<file path="config.mk">
export PLATFORM = sky130hd
export DESIGN_NAME = operand_fwd_ctrl
export DESIGN_NICKNAME = d
export VERILOG_FILES = /design/src/rtl/fwd_pkg.sv /design/src/rtl/fwd_src_match.sv /design/src/rtl/operand_fwd_ctrl.sv
export SDC_FILE = /design/constraint.sdc
export NUM_CORES = 1
export LEC_CHECK = 0
export ABC_CLOCK_PERIOD_IN_PS = 2800
export CORE_ASPECT_RATIO = 2
export CORE_MARGIN = 2
export CORE_UTILIZATION = 40
export DETAILED_ROUTE_END_ITERATION = 12
export GPL_TIMING_DRIVEN = 0
export HOLD_SLACK_MARGIN = 0.08
export PLACE_DENSITY = 0.75
export SLEW_MARGIN = 30
export SYNTH_ARGS = -nofsm -noshare
export SYNTH_HDL_FRONTEND = slang
export SYNTH_SLANG_ARGS = --single-unit
export TNS_END_PERCENT = 1
</file>
<file path="constraint.sdc">
create_clock -name clk -period 2.8 [get_ports clk]
set_clock_uncertainty 0.2 [all_clocks]
set_input_delay 0.84 -clock clk [delete_from_list [all_inputs] [get_ports clk]]
set_output_delay 0.84 -clock clk [all_outputs]
set_load 0.01 [all_outputs]
</file>
<file path="src/rtl/fwd_pkg.sv">
// Shared types and constants for operand forwarding/hazard control.
// Holds the scoreboard entry layout and the special-register decode codes.
package fwd_pkg;

    // Scoreboard destination field is sized for the widest supported register file.
    localparam int SB_AW = 8;

    localparam logic [3:0] SPEC_BUSS   = 4'b0001;
    localparam logic [3:0] SPEC_SHA    = 4'b0010;
    localparam logic [3:0] SPEC_SHB    = 4'b0100;
    localparam logic [3:0] SPEC_PSWCWP = 4'b1000;

    localparam logic [1:0] CODE_BUSS_HI = 2'b10;
    localparam logic [2:0] CODE_SHA     = 3'b011;
    localparam logic [2:0] CODE_SHB     = 3'b010;
    localparam logic [2:0] CODE_PSW     = 3'b111;
    localparam logic [2:0] CODE_CWP     = 3'b110;

    typedef struct packed {
        logic             v;
        logic [SB_AW-1:0] dst;
        logic             ld;
    } sb_entry_t;

    function automatic int fwd_sel_w(input int depth);
        return $clog2(depth + 1);
    endfunction

endpackage

</file>
<file path="src/rtl/fwd_src_match.sv">
// Per-operand special decode, youngest-wins forward select and load-use hazard flag.
// Latency: purely combinational.
// Backpressure: none; hazard feeds the issue stall in the parent.
module fwd_src_match
    import fwd_pkg::*;
#(
    parameter int         REG_AW     = 5,
    parameter int         FWD_DEPTH  = 3,
    parameter int         LOAD_LAT   = 1,
    parameter int         NOFWD_ADDR = 16,
    parameter logic [1:0] SPEC_TAG   = 2'b10,
    parameter int         SW         = fwd_sel_w(FWD_DEPTH)
) (
    input  sb_entry_t [FWD_DEPTH:1] sb,
    input  logic [REG_AW-1:0]       src_addr,
    input  logic                    src_used,
    output logic [SW-1:0]           fwd_sel,
    output logic [3:0]              spec_sel,
    output logic                    spec_cwp,
    output logic                    hazard
);

    logic [2:0] lo;
    logic       in_win;
    logic       fwd_ok;

    assign lo     = src_addr[2:0];
    assign in_win = src_used && (src_addr[REG_AW-1 -: 2] == SPEC_TAG);

    always_comb begin
        spec_sel = '0;
        spec_cwp = 1'b0;
        if (in_win) begin
            if (lo[2:1] == CODE_BUSS_HI) begin
                spec_sel = SPEC_BUSS;
            end else begin
                case (lo)
                    CODE_SHA: spec_sel = SPEC_SHA;
                    CODE_SHB: spec_sel = SPEC_SHB;
                    CODE_PSW: spec_sel = SPEC_PSWCWP;
                    CODE_CWP: begin
                        spec_sel = SPEC_PSWCWP;
                        spec_cwp = 1'b1;
                    end
                    default: spec_sel = '0;
                endcase
            end
        end
    end

    assign fwd_ok = src_used && (src_addr != REG_AW'(NOFWD_ADDR)) && (spec_sel == '0);

    // Scan oldest to youngest so the youngest match is the last one written.
    always_comb begin
        fwd_sel = '0;
        hazard  = 1'b0;
        for (int k = FWD_DEPTH; k >= 1; k--) begin
            if (fwd_ok && sb[k].v && (sb[k].dst == SB_AW'(src_addr))) begin
                fwd_sel = SW'(k);
                hazard  = sb[k].ld && (k <= LOAD_LAT);
            end
        end
    end

endmodule

</file>
<file path="src/rtl/operand_fwd_ctrl.sv">
// Operand routing and load-use hazard control over a FWD_DEPTH-stage destination scoreboard.
// Latency: outputs combinational from state and issue inputs; scoreboard advances every clock.
// Backpressure: issue_ready low on load-use hazard; FWD_STALL_CNT_EN adds a saturating stall counter.
module operand_fwd_ctrl
    import fwd_pkg::*;
#(
    parameter int         REG_AW     = 5,
    parameter int         NUM_SRC    = 2,
    parameter int         FWD_DEPTH  = 3,
    parameter int         LOAD_LAT   = 1,
    parameter int         NOFWD_ADDR = 16,
    parameter logic [1:0] SPEC_TAG   = 2'b10
) (
    input  logic                                     clk,
    input  logic                                     rst_n,
    input  logic                                     issue_valid,
    output logic                                     issue_ready,
    input  logic [NUM_SRC*REG_AW-1:0]                src_addr,
    input  logic [NUM_SRC-1:0]                       src_used,
    input  logic [REG_AW-1:0]                        dst_addr,
    input  logic                                     dst_valid,
    input  logic                                     is_load,
    input  logic                                     flush,
    output logic [NUM_SRC*fwd_sel_w(FWD_DEPTH)-1:0]  fwd_sel,
    output logic [NUM_SRC*4-1:0]                     spec_sel,
    output logic [NUM_SRC-1:0]                       spec_cwp
`ifdef FWD_STALL_CNT_EN
    ,
    input  logic                                     stall_cnt_clr,
    output logic [15:0]                              stall_cnt
`endif
);

    localparam int SW = fwd_sel_w(FWD_DEPTH);

    sb_entry_t [FWD_DEPTH:1] sb;
    logic [NUM_SRC-1:0]      hazard;
    logic                    issue_fire;

    for (genvar gi = 0; gi < NUM_SRC; gi++) begin : g_src
        fwd_src_match #(
            .REG_AW     (REG_AW),
            .FWD_DEPTH  (FWD_DEPTH),
            .LOAD_LAT   (LOAD_LAT),
            .NOFWD_ADDR (NOFWD_ADDR),
            .SPEC_TAG   (SPEC_TAG),
            .SW         (SW)
        ) u_match (
            .sb       (sb),
            .src_addr (src_addr[gi*REG_AW +: REG_AW]),
            .src_used (src_used[gi]),
            .fwd_sel  (fwd_sel[gi*SW +: SW]),
            .spec_sel (spec_sel[gi*4 +: 4]),
            .spec_cwp (spec_cwp[gi]),
            .hazard   (hazard[gi])
        );
    end

    assign issue_ready = !(issue_valid && (|hazard));
    // Writes to the hardwired register are never tracked.
    assign issue_fire  = issue_valid && issue_ready && dst_valid &&
                         (dst_addr != REG_AW'(NOFWD_ADDR));

    always_ff @(posedge clk or negedge rst_n) begin
        if (!rst_n) begin
            sb <= '0;
        end else begin
            sb[1].v   <= issue_fire && !flush;
            sb[1].dst <= SB_AW'(dst_addr);
            sb[1].ld  <= is_load;
            for (int k = 2; k <= FWD_DEPTH; k++) begin
                sb[k].v   <= sb[k-1].v && !flush;
                sb[k].dst <= sb[k-1].dst;
                sb[k].ld  <= sb[k-1].ld;
            end
        end
    end

`ifdef FWD_STALL_CNT_EN
    always_ff @(posedge clk or negedge rst_n) begin
        if (!rst_n) begin
            stall_cnt <= '0;
        end else if (stall_cnt_clr) begin
            stall_cnt <= '0;
        end else if (issue_valid && !issue_ready && (stall_cnt != 16'hFFFF)) begin
            stall_cnt <= stall_cnt + 16'd1;
        end
    end
`else
    // Stall counter omitted in this build.
`endif

endmodule

</file>
==> impl_metrics.csv <==
group,metric,value,unit
min_path,hold_depth,0,
route,viasPerCell,5.33,
route,drtAntennaViolNets,0,
synthesis,ys_seq_area_frac,0.426,
route,num_vias,927,
layout,fin_nets,169,
cts,insertion_delay,0.25,ns
cts,clockBufferDepth,2,
global_route,grt_use_total,0.210,
synthesis,synth_area,0.00112,mm2
min_path,hold_class,"reg -> reg",
outcome,violations,"negative setup slack",
power_and_ir_drop,p_leak,0.785,nW
sta,timing.hold.ws,0.242,ns
floorplan,rows,27,
critical_path,cp.arrival,2.06,ns
cts,numCtsBuffers,3,
global_route,grt_start_max_net_pins,20,
synthesis,synth.avg_cell_area,10.4,um2
power_and_ir_drop,ir_drop,0.345,mV
placement,post-place-ws,-1.26,ns
cts,htree_levels,1,
floorplan,io_pins,38,
floorplan,die_area,0.00325,mm2
cts,cts_num_sinks,19,
route,wirelength,2780,um
layout,largest_register_ffs,19,
sta,layout_min_cycle_time,3.10,ns
synthesis,syn_nets,130,
critical_path,r2r_setup_slack,1.10,ns
critical_path,crit_fanout,4,
cts,postCtsHoldBufs,0,
floorplan,dieHeight,78.7,um
placement,gp_congestion,0.801,
floorplan,initial_utilization,0.413,
floorplan,design.core.area,0.00270,mm2
layout,fillCellCount,229,
synthesis,ys_types,27,
critical_path,r2r_cells,5,
layout,largest_registers,"sb (19)",
power_and_ir_drop,power.total,0.000634,W
power_and_ir_drop,powerDensity,368,mW/mm2
synthesis,synthAdderAreaFrac,0,
route,first_pass_iters,2,
placement,hpwl,2110,um
synthesis,synth_compound_area_frac,0.0359,
sta,hold_violations,0,
global_route,grt_first_pass_wirelength,4660,um
cts,cts_tree,"built",
sta,tightest_slew,0.830,ns
synthesis,synth-simple-area-share,0.233,
cts,clk_pin_slew,0.07,ns
sta,maxSlewViolCount,0,
critical_path,start_kind,"primary input",
route,wl_per_cell,16.0,um
placement,port_buffers,29,
route,drc_errors,0,
sta,max_freq,322,MHz
layout,syn_to_final_growth,54.5,%
sta,setup_viol,6,
synthesis,synthCells,107,
synthesis,synth-seq-cells,19,
critical_path,crit_path_end_kind,"output pin",
synthesis,synth_mux_area_frac,0,
global_route,grt_pass1_vias,1039,
sta,rsz0062_at_grt,"true",
critical_path,crit_type,"in -> out",
job,drv_cap,0,
synthesis,synth_top_family_by_area,"XOR/XNOR gates",
route,drt_iter0_markers,7,
global_route,grt-ovfl-total,0,
layout,antenna_cells,0,
synthesis,synthXorXnorAreaFrac,0.235,
sta,setup_ws,-0.302,ns
global_route,antenna_found_initial,0,
layout,drive_gt1_frac,0.386,
cts,clockRootBuffer,"clkbuf_8",
layout,largest_register,"sb",
outcome,status,"finished, violations left",
critical_path,worstPathRequired,1.76,ns
sta,relSlewSlack,0.445,
sta,fin_crit_sh,1.11,
synthesis,yosysWarnings,0,
floorplan,die_x,41.4,um
## final cells by class
| class | instances | area (um2) | share of cell area |
|---|---|---|---|
| clock buffers | 4 | 45.0 | 0.0261 |
| well taps | 29 | 36.3 | 0.0210 |
| flip-flops and latches | 19 | 475 | 0.276 |
| inverters | 1 | 3.75 | 0.00218 |
| plain buffers | 10 | 143 | 0.0827 |
| multi-input cells | 77 | 747 | 0.433 |
| repair buffers | 34 | 274 | 0.159 |
## per-stage QoR
| stage | utilization | instance area [um2] | std cells | TNS (ns) |
|---|---|---|---|---|
| floorplan | - | 1170 | 107 | -0.767 |
| global placement | 0.554 | 1500 | 165 | -11.96 |
| detailed placement | 0.554 | 1500 | 165 | -12.32 |
| CTS | 0.632 | 1710 | 174 | -1.37 |
| global route | 0.638 | 1720 | 174 | -1.94 |
| finish | 0.638 | 1720 | 174 | -1.42 |
## critical path, stage by stage
cell and delay [ns]:
buf_8 0.11, xnor2_2 0.14, nand4_1 0.15, or4_4 0.51, nand2b_1 0.08, and2b_1 0.12, buf_2 0.12
## path summary, 6_finish.rpt
path,startpoint,endpoint
worst max-delay path,src_addr[3],fwd_sel[1]
worst min register to register,sb[15],sb[25]
worst min-delay path,sb[15],sb[25]
max in group asynchronous,rst_n,sb[24]
min in group asynchronous,rst_n,sb[11]
worst max register to register,sb[3],sb[9]
## synthesized netlist by cell type
cell / n / area (um2)
nor4_1: 5 / 31.3
xor2_1: 12 / 105
nand3_1: 1 / 5.00
o21ai_1: 2 / 10.0
clkbuf_1: 1 / 3.75
and2b_1: 2 / 15.0
nand2b_1: 4 / 25.0
o21a_1: 1 / 7.51
inv_1: 1 / 3.75
nor3b_2: 2 / 25.0
dfrtp_1: 19 / 475
nor3_1: 3 / 15.0
nor3b_1: 2 / 15.0
buf_4: 5 / 37.5
nor2_1: 2 / 7.51
and3_1: 2 / 12.5
nand2_1: 4 / 15.0
xnor2_1: 18 / 158
a211oi_1: 1 / 7.51
buf_2: 2 / 10.0
a21o_1: 2 / 15.0
nor2b_1: 4 / 25.0
nand3b_1: 1 / 7.51
nand4_1: 6 / 37.5
buf_6: 2 / 22.5
and3b_1: 1 / 8.76
or4_1: 2 / 15.0
## layout by cell type (no fill, tap or decap), types with 2 or more instances in the layout
cell and count:
dfrtp_1 19, xor2_1 12, xnor2_2 11, clkdlybuf4s50_1 10, buf_4 9, buf_2 9
xnor2_1 7, nand4_1 6, buf_12 5, nand2_1 4, nor2b_1 4, nand2b_1 3
clkbuf_8 3, dlygate4sd2_1 3, clkdlybuf4s15_1 3, buf_6 2, clkbuf_2 2, and3_1 2
nor3_1 2, nor3b_4 2, nor4_1 2, or4_4 2, nor4_4 2, a21o_1 2
and2b_1 2
## power by group
group	internal, W	switching (W)
sequential	0.000287	0.0000166
clock	0.000101	0.0000856
combinational	0.0000823	0.0000614
total	0.000471	0.000164
## per-layer routing
metal | wire length, um | track usage | up-vias | share of wire
li1 | - | - | 439 | -
met1 | 842 | 0.214 | 457 | 0.30
met2 | 1790 | 0.388 | 23 | 0.64
met3 | 83 | 0.0196 | 8 | 0.030
met4 | 67 | 0.0871 | 0 | 0.024
met5 | 0 | 0 | - | 0
## cell families (layout without fill, tap and decap cells)
group	Yosys count	in the layout
and+or+nand+nor	41	41
xor gates and xnor gates	30	30
DFF	19	19
buffers and inverters	11	49
AOI/OAI and AO/OA	6	6
## repair_timing
| item | in CTS | in global routing |
|---|---|---|
| setup endpoints to repair | 15 | 13 |
| gates resized for setup | 87 | 9 |
| pin swaps | 17 | 7 |
| endpoints found under the hold margin | 0 | 0 |
| buffers inserted | 5 | 0 |
| cloned | 0 | 0 |
Note: power is estimated with default switching activity, not from simulation.
